<file path="src/rtl/leitor_imagem_rom_pkg.sv">
// Shared types for the image ROM reader: FSM states, per-pixel tag and pixel width.
// Optional decimation is enabled by defining LEITOR_IMAGEM_DECIMA_EN.
package leitor_pkg;

    localparam int PIXEL_W = 8;

    typedef enum logic [1:0] {
        OCIOSO   = 2'd0,
        LENDO    = 2'd1,
        DRENANDO = 2'd2
    } estado_t;

    typedef struct packed {
        logic sof;
        logic eol;
        logic eof;
    } tag_t;

    localparam tag_t TAG_NULO = '0;

endpackage

</file>
<file path="src/rtl/leitor_imagem_rom_if.sv">
// Bus bundle between the reader and its environment: control, ROM port and pixel stream.
// The decimar input exists only when LEITOR_IMAGEM_DECIMA_EN is defined.
interface leitor_imagem_rom_if #(
    parameter int ADDR_W = 15
);
    import leitor_pkg::*;

    logic                iniciar;
    logic                pausa;
`ifdef LEITOR_IMAGEM_DECIMA_EN
    logic                decimar;
`endif
    logic [ADDR_W-1:0]   rom_addr;
    logic [PIXEL_W-1:0]  rom_data;
    logic [PIXEL_W-1:0]  pixel_out;
    logic                pixel_out_valido;
    logic                sof;
    logic                eol;
    logic                eof;
    logic                ocupado;

    // Reader side
    modport slave (
`ifdef LEITOR_IMAGEM_DECIMA_EN
        input  decimar,
`endif
        input  iniciar,
        input  pausa,
        input  rom_data,
        output rom_addr,
        output pixel_out,
        output pixel_out_valido,
        output sof,
        output eol,
        output eof,
        output ocupado
    );

    // Environment side (controller plus ROM)
    modport master (
`ifdef LEITOR_IMAGEM_DECIMA_EN
        output decimar,
`endif
        output iniciar,
        output pausa,
        output rom_data,
        input  rom_addr,
        input  pixel_out,
        input  pixel_out_valido,
        input  sof,
        input  eol,
        input  eof,
        input  ocupado
    );

endinterface

</file>
<file path="src/rtl/leitor_imagem_rom_atraso_valido.sv">
// leitor_atraso_valido: DEPTH-stage valid+tag shift register that tracks reads in
// flight to the ROM. Reset flushes every stage so no stale read can emerge.
module leitor_atraso_valido
    import leitor_pkg::*;
#(
    parameter int DEPTH = 1
) (
    input  logic clk,
    input  logic rst,
    input  logic in_valido,
    input  tag_t in_tag,
    output logic out_valido,
    output tag_t out_tag,
    output logic vazio
);

    logic valido_q [DEPTH];
    logic valido_d [DEPTH];
    tag_t tag_q    [DEPTH];
    tag_t tag_d    [DEPTH];

    genvar gi;
    generate
        for (gi = 0; gi < DEPTH; gi++) begin : g_estagio
            if (gi == 0) begin : g_entrada
                // Head stage takes the new read; bubbles carry a null tag
                always_comb begin
                    valido_d[gi] = in_valido;
                    tag_d[gi]    = in_valido ? in_tag : TAG_NULO;
                end
            end else begin : g_meio
                // Later stages shift from the previous one
                always_comb begin
                    valido_d[gi] = valido_q[gi-1];
                    tag_d[gi]    = tag_q[gi-1];
                end
            end

            // Stage register, flushed on reset
            always_ff @(posedge clk) begin
                if (rst) begin
                    valido_q[gi] <= 1'b0;
                    tag_q[gi]    <= TAG_NULO;
                end else begin
                    valido_q[gi] <= valido_d[gi];
                    tag_q[gi]    <= tag_d[gi];
                end
            end
        end
    endgenerate

    // Tail drives the output stage; vazio means no read is still in flight
    always_comb begin
        out_valido = valido_q[DEPTH-1];
        out_tag    = tag_q[DEPTH-1];
        vazio      = 1'b1;
        for (int i = 0; i < DEPTH; i++) begin
            if (valido_q[i]) begin
                vazio = 1'b0;
            end
        end
    end

endmodule

</file>
<file path="src/rtl/leitor_imagem_rom.sv">
// Source stage of the scaler: scans one frame from the image ROM in raster order,
// absorbs the ROM latency and emits a registered pixel stream with sof/eol/eof.
// Defining LEITOR_IMAGEM_DECIMA_EN adds the decimar input (2x2 subsampled scan).
module leitor_imagem_rom
    import leitor_pkg::*;
#(
    parameter int LARGURA = 160,
    parameter int ALTURA  = 120,
    parameter int ADDR_W  = 15,
    parameter int ROM_LAT = 1
) (
    input  logic                clk,
    input  logic                rst,
    leitor_imagem_rom_if.slave  bus
);

    localparam int X_W = (LARGURA > 2) ? $clog2(LARGURA) : 1;
    localparam int Y_W = (ALTURA  > 2) ? $clog2(ALTURA)  : 1;

    // Last coordinate visited. For the decimated scan this is the largest even
    // index, so an odd dimension still terminates on the last even line.
    localparam logic [X_W-1:0] X_ULT_CHEIO = X_W'(LARGURA - 1);
    localparam logic [Y_W-1:0] Y_ULT_CHEIO = Y_W'(ALTURA - 1);
    localparam logic [X_W-1:0] X_ULT_DEC   = X_W'(((LARGURA - 1) / 2) * 2);
    localparam logic [Y_W-1:0] Y_ULT_DEC   = Y_W'(((ALTURA - 1) / 2) * 2);

    estado_t             estado_q, estado_d;
    logic [X_W-1:0]      x_q, x_d;
    logic [Y_W-1:0]      y_q, y_d;
    logic [ADDR_W-1:0]   addr_q, addr_d;
    logic                decima_q;

    logic                emite;
    tag_t                tag_emite;

    logic [X_W-1:0]      x_ult;
    logic [Y_W-1:0]      y_ult;
    logic [X_W-1:0]      x_passo;
    logic [Y_W-1:0]      y_passo;
    logic [ADDR_W-1:0]   addr_passo;
    logic [ADDR_W-1:0]   addr_passo_linha;

    logic                atraso_valido;
    tag_t                atraso_tag;
    logic                atraso_vazio;

    logic [PIXEL_W-1:0]  pixel_q, pixel_d;
    logic                valido_q, valido_d;
    tag_t                tag_out_q, tag_out_d;

`ifdef LEITOR_IMAGEM_DECIMA_EN
    logic decima_d;

    // decimar is only sampled when a scan starts, so mid-frame changes are ignored
    always_comb begin
        decima_d = decima_q;
        if (estado_q == OCIOSO && bus.iniciar) begin
            decima_d = bus.decimar;
        end
    end

    // Scan-mode register
    always_ff @(posedge clk) begin
        if (rst) begin
            decima_q <= 1'b0;
        end else begin
            decima_q <= decima_d;
        end
    end
`else
    assign decima_q = 1'b0;
`endif

    // Step sizes for the current scan mode; the address advances incrementally
    always_comb begin
        x_ult            = decima_q ? X_ULT_DEC : X_ULT_CHEIO;
        y_ult            = decima_q ? Y_ULT_DEC : Y_ULT_CHEIO;
        x_passo          = decima_q ? X_W'(2) : X_W'(1);
        y_passo          = decima_q ? Y_W'(2) : Y_W'(1);
        addr_passo       = decima_q ? ADDR_W'(2) : ADDR_W'(1);
        // From (LARGURA-2, y) to (0, y+2) is LARGURA+2 words ahead
        addr_passo_linha = decima_q ? ADDR_W'(LARGURA + 2) : ADDR_W'(1);
    end

    // Scan FSM: next state, coordinate/address update and read issue
    always_comb begin
        estado_d  = estado_q;
        x_d       = x_q;
        y_d       = y_q;
        addr_d    = addr_q;
        emite     = 1'b0;
        tag_emite = TAG_NULO;
        case (estado_q)
            OCIOSO: begin
                if (bus.iniciar) begin
                    estado_d = LENDO;
                    x_d      = '0;
                    y_d      = '0;
                    addr_d   = '0;
                end
            end
            LENDO: begin
                if (!bus.pausa) begin
                    emite         = 1'b1;
                    tag_emite.sof = (x_q == '0) && (y_q == '0);
                    tag_emite.eol = (x_q == x_ult);
                    tag_emite.eof = (x_q == x_ult) && (y_q == y_ult);
                    if (tag_emite.eof) begin
                        estado_d = DRENANDO;
                    end else if (x_q == x_ult) begin
                        x_d    = '0;
                        y_d    = y_q + y_passo;
                        addr_d = addr_q + addr_passo_linha;
                    end else begin
                        x_d    = x_q + x_passo;
                        addr_d = addr_q + addr_passo;
                    end
                end
            end
            DRENANDO: begin
                // The output register takes the last pixel the same cycle the
                // delay line empties, so ocupado drops right after eof
                if (atraso_vazio) begin
                    estado_d = OCIOSO;
                end
            end
            default: begin
                estado_d = OCIOSO;
            end
        endcase
    end

    // Scan state registers
    always_ff @(posedge clk) begin
        if (rst) begin
            estado_q <= OCIOSO;
            x_q      <= '0;
            y_q      <= '0;
            addr_q   <= '0;
        end else begin
            estado_q <= estado_d;
            x_q      <= x_d;
            y_q      <= y_d;
            addr_q   <= addr_d;
        end
    end

    leitor_atraso_valido #(
        .DEPTH (ROM_LAT)
    ) u_atraso (
        .clk        (clk),
        .rst        (rst),
        .in_valido  (emite),
        .in_tag     (tag_emite),
        .out_valido (atraso_valido),
        .out_tag    (atraso_tag),
        .vazio      (atraso_vazio)
    );

    // Output stage: capture ROM data when the delay line says it is a real read
    always_comb begin
        pixel_d   = pixel_q;
        valido_d  = atraso_valido;
        tag_out_d = TAG_NULO;
        if (atraso_valido) begin
            pixel_d   = bus.rom_data;
            tag_out_d = atraso_tag;
        end
    end

    // Output registers
    always_ff @(posedge clk) begin
        if (rst) begin
            pixel_q   <= '0;
            valido_q  <= 1'b0;
            tag_out_q <= TAG_NULO;
        end else begin
            pixel_q   <= pixel_d;
            valido_q  <= valido_d;
            tag_out_q <= tag_out_d;
        end
    end

    assign bus.rom_addr         = addr_q;
    assign bus.pixel_out        = pixel_q;
    assign bus.pixel_out_valido = valido_q;
    assign bus.sof              = tag_out_q.sof;
    assign bus.eol              = tag_out_q.eol;
    assign bus.eof              = tag_out_q.eof;
    assign bus.ocupado          = (estado_q != OCIOSO);

endmodule

</file>
<file path="src/flat_wrapper.sv">
// flat-port wrapper written by rule: the top's interface ports become plain ports
module leitor_imagem_rom_flat import leitor_pkg::*;
#(
    parameter int LARGURA = 160,
    parameter int ALTURA  = 120,
    parameter int ADDR_W  = 15,
    parameter int ROM_LAT = 1
)
  (clk, rst, bus_iniciar, bus_pausa, bus_rom_data, bus_rom_addr, bus_pixel_out, bus_pixel_out_valido, bus_sof, bus_eol, bus_eof, bus_ocupado);
  leitor_imagem_rom_if #(.ADDR_W(ADDR_W)) bus_i ();
  input  logic clk;
  input  logic rst;
  input wire logic [$bits(bus_i.iniciar)-1:0] bus_iniciar;
  input wire logic [$bits(bus_i.pausa)-1:0] bus_pausa;
  input wire logic [$bits(bus_i.rom_data)-1:0] bus_rom_data;
  output wire logic [$bits(bus_i.rom_addr)-1:0] bus_rom_addr;
  output wire logic [$bits(bus_i.pixel_out)-1:0] bus_pixel_out;
  output wire logic [$bits(bus_i.pixel_out_valido)-1:0] bus_pixel_out_valido;
  output wire logic [$bits(bus_i.sof)-1:0] bus_sof;
  output wire logic [$bits(bus_i.eol)-1:0] bus_eol;
  output wire logic [$bits(bus_i.eof)-1:0] bus_eof;
  output wire logic [$bits(bus_i.ocupado)-1:0] bus_ocupado;
  assign bus_i.iniciar = bus_iniciar;
  assign bus_i.pausa = bus_pausa;
  assign bus_i.rom_data = bus_rom_data;
  assign bus_rom_addr = bus_i.rom_addr;
  assign bus_pixel_out = bus_i.pixel_out;
  assign bus_pixel_out_valido = bus_i.pixel_out_valido;
  assign bus_sof = bus_i.sof;
  assign bus_eol = bus_i.eol;
  assign bus_eof = bus_i.eof;
  assign bus_ocupado = bus_i.ocupado;
  leitor_imagem_rom #(.LARGURA(LARGURA), .ALTURA(ALTURA), .ADDR_W(ADDR_W), .ROM_LAT(ROM_LAT)) u_core (.clk(clk), .rst(rst), .bus(bus_i));
endmodule
</file>
<file path="config.mk">
export PLATFORM = sky130hd
export DESIGN_NAME = leitor_imagem_rom_flat
export DESIGN_NICKNAME = d
export VERILOG_FILES = /design/src/rtl/leitor_imagem_rom_pkg.sv /design/src/rtl/leitor_imagem_rom_if.sv /design/src/rtl/leitor_imagem_rom_atraso_valido.sv /design/src/rtl/leitor_imagem_rom.sv /design/src/flat_wrapper.sv
export SDC_FILE = /design/constraint.sdc
export NUM_CORES = 1
export LEC_CHECK = 0
export ABC_CLOCK_PERIOD_IN_PS = 2840
export CAP_MARGIN = 20
export CORE_UTILIZATION = 53
export CTS_CLUSTER_DIAMETER = 80
export DETAILED_ROUTE_END_ITERATION = 6
export PLACE_DENSITY_LB_ADDON = 0.3
export SLEW_MARGIN = 20
export SYNTH_ARGS = -nofsm -noshare
export SYNTH_HDL_FRONTEND = slang
export SYNTH_HIERARCHICAL = 1
export SYNTH_SLANG_ARGS = --single-unit
export TNS_END_PERCENT = 100
</file>
<file path="constraint.sdc">
create_clock -name clk -period 2.84 [get_ports clk]
set_clock_uncertainty 0.05 [all_clocks]
set_input_delay 0.426 -clock clk [delete_from_list [all_inputs] [get_ports clk]]
set_output_delay 0.426 -clock clk [all_outputs]
set_load 0.005 [all_outputs]
</file>
-- Yosys cells after proc, flatten, opt, wreduce, memory -nomap -nowiden
Memory sizes are Yosys's and may differ from the RTL's. A register that Yosys moved wholly into a read port is not among the register bits.
Cells that the tools add are included.
- bits in registers: 41
- RAM bits: 4
- word-level logic and storage cells: 66
- memories kept: 2
- memories (memory ; depth ; bits a word ; rd ports ; clocked after Yosys merged registers in ; wr ports ; line ; RTL):
    u_core.u_atraso.tag_q ; 1 ; 3 ; 1 ; 1 ; 1 ; leitor_imagem_rom_atraso_valido.sv:19 ; tag_t tag_q [DEPTH];
    u_core.u_atraso.valido_q ; 1 ; 1 ; 1 ; 0 ; 1 ; leitor_imagem_rom_atraso_valido.sv:17 ; logic valido_q [DEPTH];
- $add $sub $neg: 3
- eq/ne operators: 10
- mux-type cells: 31
- bitwise operators: 1
- reduce and logical (&&, ||, !) cells: 13
- operators with widths (operator ; number):
    $mux 15 ; 3
    $mux 8 ; 4
    $pmux 15 s2 ; 1
    $mux 7 ; 4
    $pmux 8 s2 ; 1
    $add 15x1->15 const B ; 1
    $pmux 7 s2 ; 1
    $mux 3 ; 4
    $add 8x1->8 const B ; 1
    $eq 8x8->1 const B ; 1
    $logic_not 8->1 ; 1
    $mux 1 ; 8
    $mux 2 ; 4
    $ne 2x2->1 const B ; 4
    $reduce_and 4->1 ; 2
    $add 7x1->7 const B ; 1
    $eq 7x7->1 const B ; 1
    $logic_not 7->1 ; 1
    $pmux 2 s3 ; 1
    $reduce_and 5->1 ; 1
    $ne 2x1->1 const B ; 2
    $reduce_bool 2->1 ; 2
    $reduce_or 3->1 ; 1
    $eq 2x1->1 const B ; 1
    6 further kinds ; 7

-- Logic depth before layout (Yosys ltp)
Gate-level depths: netlist of the first run.
- depth in word-level cells: 6
- gate-level depth with buffers: 9
- mapped depth without buffers: 5

-- Hierarchy
The synthesis of the first run kept the hierarchy.
- by module, submodules not included (module ; times used ; cells an instance ; area an instance (um^2) ; sequential area each (um^2)):
    leitor_imagem_rom ; 1 ; 263 ; 2353.5 ; 880.8
    leitor_atraso_valido ; 1 ; 9 ; 122.6 ; 80.1

-- Least setup slack after synthesis of the first run
No wires, ideal clock.
- path type: register -> register
- start point: register u_core.x_q[0]
- end point: register u_core.x_q[3]
- library setup time: 0.080 ns
- data arrival time: 1.841 ns
- data required time: 2.710 ns
- setup slack: 0.869 ns
- stages on the path, launching flop included: 8
- path through: dfxtp_1 ha_1 and4_1 buf_6 and4_4 buf_6 or4_1 a211oi_2
- longest elaborated chain between the ends: 5
- RTL lines (what ; line ; RTL):
    from (decl) ; leitor_imagem_rom.sv:28 ; logic [X_W-1:0] x_q, x_d;
    from (signal assigned) ; leitor_imagem_rom.sv:137 ; x_q <= '0;
    from (signal assigned) ; leitor_imagem_rom.sv:142 ; x_q <= x_d;
    $add 8x1->8 / $eq 8x8->1 (equally long branches) ; leitor_imagem_rom.sv:115, leitor_imagem_rom.sv:107, leitor_imagem_rom.sv:110 ;
    $mux 8 ; leitor_imagem_rom.sv:110 ; end else if (x_q == x_ult) begin
    $mux 8 ; leitor_imagem_rom.sv:108 ; if (tag_emite.eof) begin
    $mux 8 ; leitor_imagem_rom.sv:103 ; if (!bus.pausa) begin
    $pmux 8 s2 ; leitor_imagem_rom.sv:93 ; case (estado_q)
Parallel ways exist; a longest one is shown, timed or not. The select of a mux whose other input is x is not followed.
A chain may end at the register's enable or synchronous reset.

-- Final worst setup path of the first run
- start point: register u_core.x_q[1]
- end point: register u_core.addr_q[11], in the netlist u_core/bus.rom_addr[11]
- longest elaborated chain between the ends: 4
- RTL lines (what ; line ; RTL):
    $eq 8x8->1 ; leitor_imagem_rom.sv:107, leitor_imagem_rom.sv:110 ;
    $logic_and 1x1->1 ; leitor_imagem_rom.sv:107 ; tag_emite.eof = (x_q == x_ult) && (y_q == y_ult);
    $ne 2x2->1 (no line) ; -- ;
    $reduce_and 4->1 (no line) ; -- ;
    to (signal assigned) ; leitor_imagem_rom.sv:144 ; addr_q <= addr_d;
    to (decl) ; leitor_imagem_rom.sv:30 ; logic [ADDR_W-1:0] addr_q, addr_d;
No other way between the ends.

==> results of run 1 <==
==> worst max-delay path, cell delays in order (launching register included) <==
cell	delay, ps
dfxtp_1	400
ha_1	280
and4_1	370
nand4_1	410
and4_1	350
a221o_1	250
==> layout by cell type (no fill, tap or decap), types with 5 or more instances in the layout <==
cell type        instances
nor3_1                   6
o21ai_0                  9
nor2_1                  13
nand2b_1                 5
nand3_1                 15
a21oi_1                  7
o21a_1                   5
and3_1                   6
mux2i_1                  9
nand4_1                  7
a31oi_1                  8
clkdlybuf4s50_1         39
ha_1                     5
o31ai_1                  5
inv_1                   14
nand2_1                 14
clkbuf_8                 6
dfxtp_1                 48
and4_1                   6
==> worst max-delay path by stage <==
stage	startpoint	end	slack (ps)	depth (start not counted)
after floorplan	u_core/x_q[0]	u_core/x_q[3]	870	7
after global placement	bus_pausa	u_core/y_q[6]	520	6
after detailed placement	bus_pausa	u_core/y_q[6]	490	6
after CTS	u_core/x_q[1]	u_core/bus.rom_addr[11]	650	5
after global routing	u_core/x_q[1]	u_core/bus.rom_addr[11]	500	5
final	u_core/x_q[1]	u_core/bus.rom_addr[11]	620	5
==> per-stage QoR <==
| step | instances | hold slack (ps) | setup slack (ps) | cell area (um2) |
|---|---|---|---|---|
| 3_5_place_dp | 350 | 365.4 | 493.7 | 2846 |
| 6_report | 358 | 381.3 | 618.4 | 2937 |
| 3_3_place_gp | 350 | 362.4 | 517.0 | 2846 |
| 2_1_floorplan | 272 | 355.7 | 868.9 | 2476 |
| 5_1_grt | 358 | 396.6 | 501.1 | 2937 |
| 4_1_cts | 358 | 384.8 | 650.3 | 2937 |
==> kinds of logic after synthesis <==
family          synth area share, %
fa+ha+maj                     2.527
flops                         38.81
mux                           3.638
compound gates                21.73
buf+inv                       6.467
xor+xnor                     0.3538
simple gates                  26.48
==> cell usage after synthesis, types with 5 or more instances <==
master,number
dfxtp_1,48
nand3_1,15
inv_1,14
nand2_1,14
nor2_1,13
mux2i_1,9
o21ai_0,9
a31oi_1,8
a21oi_1,7
nand4_1,7
and3_1,6
and4_1,6
clkbuf_1,6
nor3_1,6
buf_6,5
ha_1,5
nand2b_1,5
o21a_1,5
o31ai_1,5
==> registers in the layout (all words and copies together), names as in the netlist <==
signal and flops:
u_core/bus.rom_addr 15, u_core/bus.pixel_out 8, u_core/x_q 8, u_core/y_q 7
u_core/u_atraso/tag_q 3, u_core/estado_q 2, u_core/bus.eof 1, u_core/bus.eol 1
u_core/bus.pixel_out_valido 1, u_core/bus.sof 1, u_core/u_atraso/valido_q 1
==> layer usage <==
layer / GRT usage [%] / share of wire (%) / up-vias
met3: 4.329 / 5.9 / 7
met1: 33.12 / 46 / 1109
met5: 0 / 0 / -
met2: 37.25 / 47 / 93
li1: - / - / 1106
met4: 8.222 / 0.77 / 0
==> area by class of cell <==
cell class | count | area share, %
timing repair buffer | 42 | 14.06
clock buffer | 8 | 3.068
inverter | 14 | 1.790
tap | 52 | 2.216
multi-input combinational | 194 | 46.14
sequential | 48 | 32.72
==> power breakdown <==
group | total, W | switching [W] | internal [W] | leakage, nW
logic | 0.000101 | 0.0000566 | 0.0000445 | 0.563
registers | 0.000689 | 0.00000915 | 0.000679 | 0.388
clock network | 0.000420 | 0.000221 | 0.000199 | 0.0455
==> key figures, run 1 <==
Status
  • Status: finished clean

Global routing
  • GRT overflow: 0
  • Vias in the first global route: 2026
  • Total Routing Usage GR: 23.93%
  • Pin count of the biggest net entering global routing: 25
  • First-pass GRT wire length: 9701 um
  • Initial antenna violation count: 0

Critical path
  • Worst setup EP type: flip-flop
  • Crit path DAT: 2370 ps
  • CP startpoint kind: flip-flop
  • FF-to-FF End: u_core/bus.rom_addr[11]
  • Worst R2R Path Depth: 5
  • Reg2reg setup slack: 620 ps
  • Reg2reg start: u_core/x_q[1]
  • CP Max Fanout: 9
  • Critical Path RT: 2990 ps
  • Crit Path Category: reg2reg

Floorplanning
  • I/O Pins: 40
  • Die Height: 70.35 um
  • Die width: 70.35 um
  • Die Area: 4949 um2
  • Core box area: 4414 um2
  • Std-Cell Rows: 24
  • Initial Util: 56.09%

CTS
  • Post-CTS setup buffers: 0
  • Clock sinks: 48
  • H-tree levels: 2
  • Root buffer cell: clkbuf_8
  • Inserted Clock Buffers: 5
  • Clock transition at the registers of the reported paths: 90 ps
  • Deepest clock path buffer count: 2
  • CTS tree: yes
  • Post_cts resized: 0
  • Clk_lat worst skew: 300 ps
  • Hold Buf Count CTS: 0

Finish
  • Fillers: 372
  • Antenna cells: 0
  • Multi-input logic area: 1355 um2
  • Layout area overhead: 18.60%
  • Register area: 960.9 um2
  • Share of cells above drive strength 1: 7.516%
  • Post-layout nets: 322
  • Final core occ: 66.52%

Route
  • WL final: 5849 um
  • Via count: 2315
  • Post-route ant nets: 0
  • Via density per instance: 6.466
  • Drt first pass iters: 5
  • Wire per inst: 16.34 um
  • # DRC: 0
  • Starting DRT DRC Count: 259

Job
  • Max-cap violations: 0

STA
  • Final period utilization: 78.23%
  • Final setup violation count: 0
  • Max-slew violations: 0
  • RSZ-0062 raised after global routing: false
  • Max-slew headroom: 52.00%
  • Hold Fails Final Rpt: 0
  • Fmax: 0.4501 GHz
  • Period minus WS final: 2222 ps
  • Worst-margin pin slew: 720.0 ps
  • Setup TNS: 0 ps

Placement
  • Number of port buffers: 39
  • GP Congestion: 0.9168
  • Post-detail-place hpwl: 4030 um

Synthesis
  • Leading area contributor after synthesis: dfxtp_1
  • Main flop type after synthesis: dfxtp_1
  • Synth Register Bits: 48
  • Post-synth EDFFs: 0
  • Largest cells by area after synthesis: dfxtp_1, mux2i_1, nand3_1, ha_1, buf_6
  • Mapped Nets: 289
  • Post-Syn Area: 2476 um2
  • Share of the synthesized area in the top cell type: 38.81%
  • Asr flop ratio synth: 0%
  • Cells after synthesis: 272
  • Synth cell types: 60
  • Register area share after synthesis: 38.81%
  • Synthesis Warnings: 6
  • Mapped Avg Cell Area: 9.103 um2

Worst hold path
  • Hold path startpoint: u_core/u_atraso/tag_q[0][0]
  • Worst Hold Path EP: u_core/bus.eof
  • Hold Crit Class: reg2reg
  • Worst Hold Path Cells: 1

Power
  • Pwr Total: 0.001209 W
  • Worst VDD drop: 0.3165 mV
  • Pleak: 0.9960 nW
  • PD cells: 411.9 nW/um2
Power figures use the tool's default switching activity.
==> inputs of run 2 (changes only) <==
--- a/config.mk
+++ b/config.mk
@@ -5,7 +5,7 @@
 export SDC_FILE = /design/constraint.sdc
 export NUM_CORES = 1
 export LEC_CHECK = 0
-export ABC_CLOCK_PERIOD_IN_PS = 2840
+export ABC_CLOCK_PERIOD_IN_PS = 2200
 export CAP_MARGIN = 20
 export CORE_UTILIZATION = 53
 export CTS_CLUSTER_DIAMETER = 80
==> constraint.sdc (replaced) <==
create_clock -name clk -period 2.2 [get_ports clk]
set_clock_uncertainty 0.05 [all_clocks]
set_input_delay 0.33 -clock clk [delete_from_list [all_inputs] [get_ports clk]]
set_output_delay 0.33 -clock clk [all_outputs]
set_load 0.005 [all_outputs]
==> run 2 against run 1 <==
Register-to-register slack worse by 460 ps; sequential power increased by 29%; core utilization grew 1.7 points; global-route usage grew 1.0 points; wire length increased by 0.34%; die area is the same; flip-flop and latch count unchanged; largest power group unchanged; clock power increased by 49%; critical path depth stayed put; cell area rose by 2.6%.
==> key figures, run 2 (synthesis gave the netlist of run 1 again) <==
STA
  • Max-slew headroom: 62.91% (was 52.00%)
  • Period minus WS final: 2042 ps (was 2222 ps)
  • Hold Fails Final Rpt: 0 (unchanged)
  • Final period utilization: 92.81% (was 78.23%)
  • Worst-margin pin slew: 555.3 ps (was 720.0 ps)
  • RSZ-0062 raised after global routing: false (unchanged)
  • Fmax: 0.4898 GHz (was 0.4501 GHz)
  • Final setup violation count: 0 (unchanged)
  • Worst hold margin: 383.2 ps (was 381.3 ps)
  • Max-slew violations: 0 (unchanged)

Worst hold path
  • Hold Crit Class: reg2reg (unchanged)
  • Hold path startpoint: u_core/u_atraso/tag_q[0][0] (unchanged)
  • Worst Hold Path EP: u_core/bus.eof (unchanged)
  • Worst Hold Path Cells: 1 (unchanged)

Finish
  • Commonest non-fill, non-tap cell in the layout: dfxtp_1 (unchanged)
  • Max FFs per register: 15 (unchanged)
  • Layout area overhead: 21.68% (was 18.60%)
  • Share of cells above drive strength 1: 9.936% (was 7.516%)
  • Final Instance Area: 3013 um2 (was 2937 um2)
  • Most frequent cells in the layout: dfxtp_1, clkdlybuf4s50_1, nand3_1, inv_1, nand2_1 (unchanged)
  • Post-layout nets: 328 (was 322)
  • Antenna cells: 0 (unchanged)

CTS
  • Inserted Clock Buffers: 5 (unchanged)
  • Post_cts resized: 0 (unchanged)
  • Clk_lat worst skew: 300 ps (about the same)
  • Root buffer cell: clkbuf_8 (unchanged)
  • Deepest clock path buffer count: 2 (unchanged)
  • Post-CTS setup buffers: 0 (unchanged)
  • Clock sinks: 48 (unchanged)
  • H-tree levels: 2 (unchanged)
  • Hold Buf Count CTS: 0 (unchanged)
  • Clock transition at the registers of the reported paths: 90 ps (about the same)
  • CTS tree: yes (unchanged)

Route
  • # DRC: 0 (unchanged)
  • Post-route ant nets: 0 (unchanged)
  • Drt first pass iters: 5 (unchanged)
  • Starting DRT DRC Count: 205 (was 259)
  • WL final: 5869 um (was 5849 um)
  • Via density per instance: 6.352 (was 6.466)
  • Wire per inst: 16.12 um (was 16.34 um)
  • Via count: 2312 (was 2315)

Global routing
  • First-pass GRT wire length: 9929 um (was 9701 um)
  • Pin count of the biggest net entering global routing: 38 (was 25)
  • Vias in the first global route: 2041 (was 2026)
  • Total Routing Usage GR: 24.94% (was 23.93%)
  • Initial antenna violation count: 0 (unchanged)
  • GRT overflow: 0 (unchanged)

Placement
  • Post-DP Area: 2904 um2 (was 2846 um2)
  • GP Congestion: 0.9002 (was 0.9168)
  • Number of port buffers: 39 (unchanged)
  • Post-detail-place hpwl: 4005 um (was 4030 um)

Power
  • Pleak: 1.039 nW (was 0.9960 nW)
  • PD cells: 548.4 nW/um2 (was 411.9 nW/um2)
  • Worst VDD drop: 0.3722 mV (was 0.3165 mV)

Critical path
  • CP startpoint kind: flip-flop (unchanged)
  • Reg2reg start: u_core/x_q[0] (was u_core/x_q[1])
  • FF-to-FF End: u_core/x_q[3] (was u_core/bus.rom_addr[11])
  • Reg2reg setup slack: 160 ps (was 620 ps)
  • CP Max Fanout: 24 (was 9)
  • Crit path DAT: 2220 ps (was 2370 ps)
  • Crit Path Category: reg2reg (unchanged)
  • Worst setup EP type: flip-flop (unchanged)
  • Critical Path RT: 2380 ps (was 2990 ps)
  • Worst R2R Path Depth: 5 (unchanged)

Floorplanning
  • Die Height: 70.35 um (unchanged)
  • Die width: 70.35 um (unchanged)
  • Core box area: 4414 um2 (unchanged)
  • I/O Pins: 40 (unchanged)
  • Initial Util: 56.09% (unchanged)
  • Std-Cell Rows: 24 (unchanged)
  • Die Area: 4949 um2 (unchanged)

Status
  • Status: finished clean (unchanged)

Job
  • Max-cap violations: 0 (unchanged)
## run 2: routing by layer
metal | share of wire, % | routed length (um) | global-route usage, %
met1 | 46 | 2690 | 35.55
met2 | 46 | 2690 | 37.46
met3 | 7.0 | 413 | 5.051
met4 | 1.3 | 75 | 8.000
met5 | 0 | 0 | 0
## run 2: critical path: stages, from the launching register on
cell and delay (ps):
dfxtp_1 350, ha_1 270, and4_1 280, and4_4 250, or4_1 540, a211oi_2 220
## run 2: power breakdown
part / internal (W) / switching [W] / leakage (nW) / total (W)
Sequential: 0.000877 / 0.0000119 / 0.388 / 0.000889
Combinational: 0.0000645 / 0.0000742 / 0.596 / 0.000139
Clock: 0.000338 / 0.000287 / 0.0552 / 0.000624
Total: 0.00128 / 0.000373 / 1.04 / 0.00165
## run 2: area by class of cell
type                            instances  area (um2)
Multi-Input combinational cell        194        1355
Fill cell                             350        1401
Timing Repair Buffer                   48       470.5
Tap cell                               52       65.06
Inverter                               14       52.55
Clock inverter                          2       35.03
Sequential cell                        48       962.2
Clock buffer                            6       72.57
## run 2: worst max-delay path by stage
stage	from	end	cells after the start
6_report	u_core/x_q[0]	u_core/x_q[3]	5
5_1_grt	u_core/x_q[1]	u_core/bus.rom_addr[4]	5
4_1_cts	u_core/estado_q[0]	u_core/bus.rom_addr[7]	5
3_5_place_dp	bus_pausa	u_core/bus.rom_addr[10]	6
3_3_place_gp	bus_pausa	u_core/bus.rom_addr[10]	6
2_1_floorplan	u_core/x_q[0]	u_core/x_q[3]	7
## run 2: metrics by stage
stage / setup TNS [ps] / instances / utilization [%] / setup WS, ps / total power (W)
2_1_floorplan: 0 / 272 / - / 228.9 / 0.0009815
3_3_place_gp: 0 / 356 / 65.79 / 40.46 / 0.001045
3_5_place_dp: -11.95 / 356 / 65.79 / -6.656 / 0.001047
4_1_cts: 0 / 364 / 68.23 / 152.8 / 0.001665
5_1_grt: 0 / 364 / 68.25 / 13.66 / 0.001718
6_report: 0 / 364 / 68.25 / 158.1 / 0.001652
==> inputs of run 3 (changes only) <==
--- a/config.mk
+++ b/config.mk
@@ -5,9 +5,9 @@
 export SDC_FILE = /design/constraint.sdc
 export NUM_CORES = 1
 export LEC_CHECK = 0
-export ABC_CLOCK_PERIOD_IN_PS = 2200
+export ABC_CLOCK_PERIOD_IN_PS = 1750
 export CAP_MARGIN = 20
-export CORE_UTILIZATION = 53
+export CORE_UTILIZATION = 48
 export CTS_CLUSTER_DIAMETER = 80
 export DETAILED_ROUTE_END_ITERATION = 6
 export PLACE_DENSITY_LB_ADDON = 0.3
==> constraint.sdc (replaced) <==
create_clock -name clk -period 1.75 [get_ports clk]
set_clock_uncertainty 0.05 [all_clocks]
set_input_delay 0.2625 -clock clk [delete_from_list [all_inputs] [get_ports clk]]
set_output_delay 0.2625 -clock clk [all_outputs]
set_load 0.005 [all_outputs]
==> run 3 against run 2 <==
Flip-flop and latch count did not move; first-iteration DRC count fell by 0.49%; clock-buffer cell count rose by 1; via count rose by 14%; power rose by 26%; sequential power rose by 25%; highest routed layer unchanged.
==> key figures, run 3 (synthesis gave the netlist of run 1 again) <==
Status
  • Status: finished clean (unchanged)

Finish
  • Register area: 975.9 um2 (was 962.2 um2)
  • Fillers: 353 (was 350)
  • Non-Filler Instances: 433 (was 364)
  • Final Instance Area: 3598 um2 (was 3013 um2)
  • Commonest non-fill, non-tap cell in the layout: buf_4 (was dfxtp_1)
  • Most frequent cells in the layout: buf_4, dfxtp_1, clkdlybuf4s50_1, inv_1, nand3_1 (was dfxtp_1, clkdlybuf4s50_1, nand3_1, inv_1, nand2_1)
  • Max FFs per register: 15 (unchanged)
  • Multi-input logic area: 1530 um2 (was 1355 um2)
  • Antenna cells: 0 (unchanged)
  • Post-layout nets: 382 (was 328)
  • Layout area overhead: 45.33% (was 21.68%)
  • Share of cells above drive strength 1: 31.69% (was 9.936%)

STA
  • Hold Fails Final Rpt: 0 (unchanged)
  • Period minus WS final: 1737 ps (was 2042 ps)
  • Worst hold margin: 380.5 ps (was 383.2 ps)
  • Final period utilization: 99.26% (was 92.81%)
  • Fmax: 0.5757 GHz (was 0.4898 GHz)
  • Worst-margin pin slew: 409.5 ps (was 555.3 ps)
  • Final setup violation count: 0 (unchanged)
  • Max-slew headroom: 72.70% (was 62.91%)
  • Setup TNS: 0 ps (unchanged)
  • Max-slew violations: 0 (unchanged)

Global routing
  • Routing usage on met2: 41.69% (was 37.46%)
  • Vias in the first global route: 2324 (was 2041)
  • Initial antenna violation count: 0 (unchanged)
  • First-pass GRT wire length: 10690 um (was 9929 um)
  • GRT overflow: 0 (unchanged)
  • Top Usage Layer GRT: met2 (unchanged)
  • Total Routing Usage GR: 25.66% (was 24.94%)
  • Met1 usage: 34.26% (was 35.55%)
  • Pin count of the biggest net entering global routing: 18 (was 38)
  • Grt met3 use: 4.390% (was 5.051%)

CTS
  • Deepest clock path buffer count: 2 (unchanged)
  • Clock transition at the registers of the reported paths: 90 ps (about the same)
  • H-tree levels: 2 (unchanged)
  • CTS tree: yes (unchanged)
  • Hold Buf Count CTS: 0 (unchanged)
  • Clk_lat worst skew: 300 ps (about the same)
  • Inserted Clock Buffers: 5 (unchanged)
  • Root buffer cell: clkbuf_8 (unchanged)
  • Clock sinks: 48 (unchanged)

Floorplanning
  • I/O Pins: 40 (unchanged)
  • Die width: 73.83 um (was 70.35 um)
  • Die Area: 5450 um2 (was 4949 um2)
  • Core box area: 4848 um2 (was 4414 um2)
  • Initial Util: 51.07% (was 56.09%)
  • Die Height: 73.83 um (was 70.35 um)
  • Std-Cell Rows: 25 (was 24)

Placement
  • Placed insts: 418 (was 356)
  • Number of port buffers: 39 (unchanged)
  • GP Congestion: 0.9102 (was 0.9002)
  • Post-detail-place hpwl: 4861 um (was 4005 um)
  • Post-DP Area: 3303 um2 (was 2904 um2)

Route
  • Via density per instance: 6.083 (was 6.352)
  • Via count: 2634 (was 2312)
  • # DRC: 0 (unchanged)
  • WL final: 7549 um (was 5869 um)
  • Drt first pass iters: 5 (unchanged)
  • Post-route ant nets: 0 (unchanged)
  • Starting DRT DRC Count: 204 (was 205)
  • Wire per inst: 17.43 um (was 16.12 um)

Critical path
  • Worst setup EP type: flip-flop (unchanged)
  • CP Max Fanout: 3 (was 24)
  • Critical Path RT: 1890 ps (was 2380 ps)
  • Reg2reg start: u_core/bus.rom_addr[0] (was u_core/x_q[0])
  • Crit Path Category: reg2reg (unchanged)
  • Critical Path Sink: u_core/bus.rom_addr[10] (was u_core/x_q[3])
  • CP startpoint kind: flip-flop (unchanged)
  • Crit. Startpoint: u_core/bus.rom_addr[0] (was u_core/x_q[0])
  • Reg2reg setup slack: 10 ps (was 160 ps)
  • FF-to-FF End: u_core/bus.rom_addr[10] (was u_core/x_q[3])
  • Crit path DAT: 1870 ps (was 2220 ps)
  • Worst R2R Path Depth: 6 (was 5)

Power
  • PD cells: 576.6 nW/um2 (was 548.4 nW/um2)
  • Pleak: 1.341 nW (was 1.039 nW)
  • Worst VDD drop: 0.4830 mV (was 0.3722 mV)

Worst hold path
  • Hold Crit Class: reg2reg (unchanged)

Job
  • Max-cap violations: 0 (unchanged)
[run 3: cell count changes in the layout (fill, tap and decap cells not counted), moves of 3 or more]
cell,delta
dfxtp_2,+8
and4_4,+3
ha_1,-3
dfxtp_1,-9
buf_4,+49
[run 3: through the flow]
stage / setup slack, ps / total power [W] / util [%]
after floorplan: -29.72 / 0.001236 / -
after global placement: -372.2 / 0.001359 / 68.13
after detailed placement: -370.3 / 0.001363 / 68.13
after CTS: -5.961 / 0.002057 / 70.55
after global routing: -66.45 / 0.002137 / 74.22
final: 12.91 / 0.002075 / 74.22
[run 3: layout make-up]
cell class / instances / area share, %
clock buffer: 7 / 2.399
clock inverter: 1 / 0.2086
inverter: 14 / 1.460
multi-input combinational: 197 / 42.52
sequential: 48 / 27.12
tap: 67 / 2.330
timing repair buffer: 99 / 23.96
[run 3: worst min path at each step]
stage / from / end / slack [ps] / cells past startpoint
2_1_floorplan: rst / u_core/bus.pixel_out_valido / 310 / 1
3_3_place_gp: u_core/u_atraso/tag_q[0][0] / u_core/bus.eof / 360 / 1
3_5_place_dp: u_core/u_atraso/tag_q[0][0] / u_core/bus.eof / 360 / 1
4_1_cts: u_core/u_atraso/tag_q[0][0] / u_core/bus.eof / 390 / 1
5_1_grt: u_core/u_atraso/tag_q[0][0] / u_core/bus.eof / 410 / 1
6_report: u_core/u_atraso/tag_q[0][0] / u_core/bus.eof / 380 / 1
[run 3: repair_timing]
action	in CTS	in global routing
setup buffers	1	3
gates cloned	0	3
endpoints found under the setup margin	12	24
gates resized for setup	8	30
pin swaps	1	10
[run 3: critical path: stages (launching register included)]
cell	delay (ps)
dfxtp_1	350
ha_2	190
buf_4	120
nand3_1	130
o31a_1	350
o311ai_2	320
o41ai_2	110
[run 3: power by group]
group / internal, W / total (W) / switching (W)
Clock: 0.000322 / 0.000706 / 0.000384
Sequential: 0.00110 / 0.00111 / 0.00000887
Combinational: 0.000131 / 0.000258 / 0.000127
[run 3: layer usage]
layer	vias to the layer above	wire, um
li1	1229	-
met1	1260	3179
met2	123	3615
met3	22	583
met4	0	170
met5	-	0
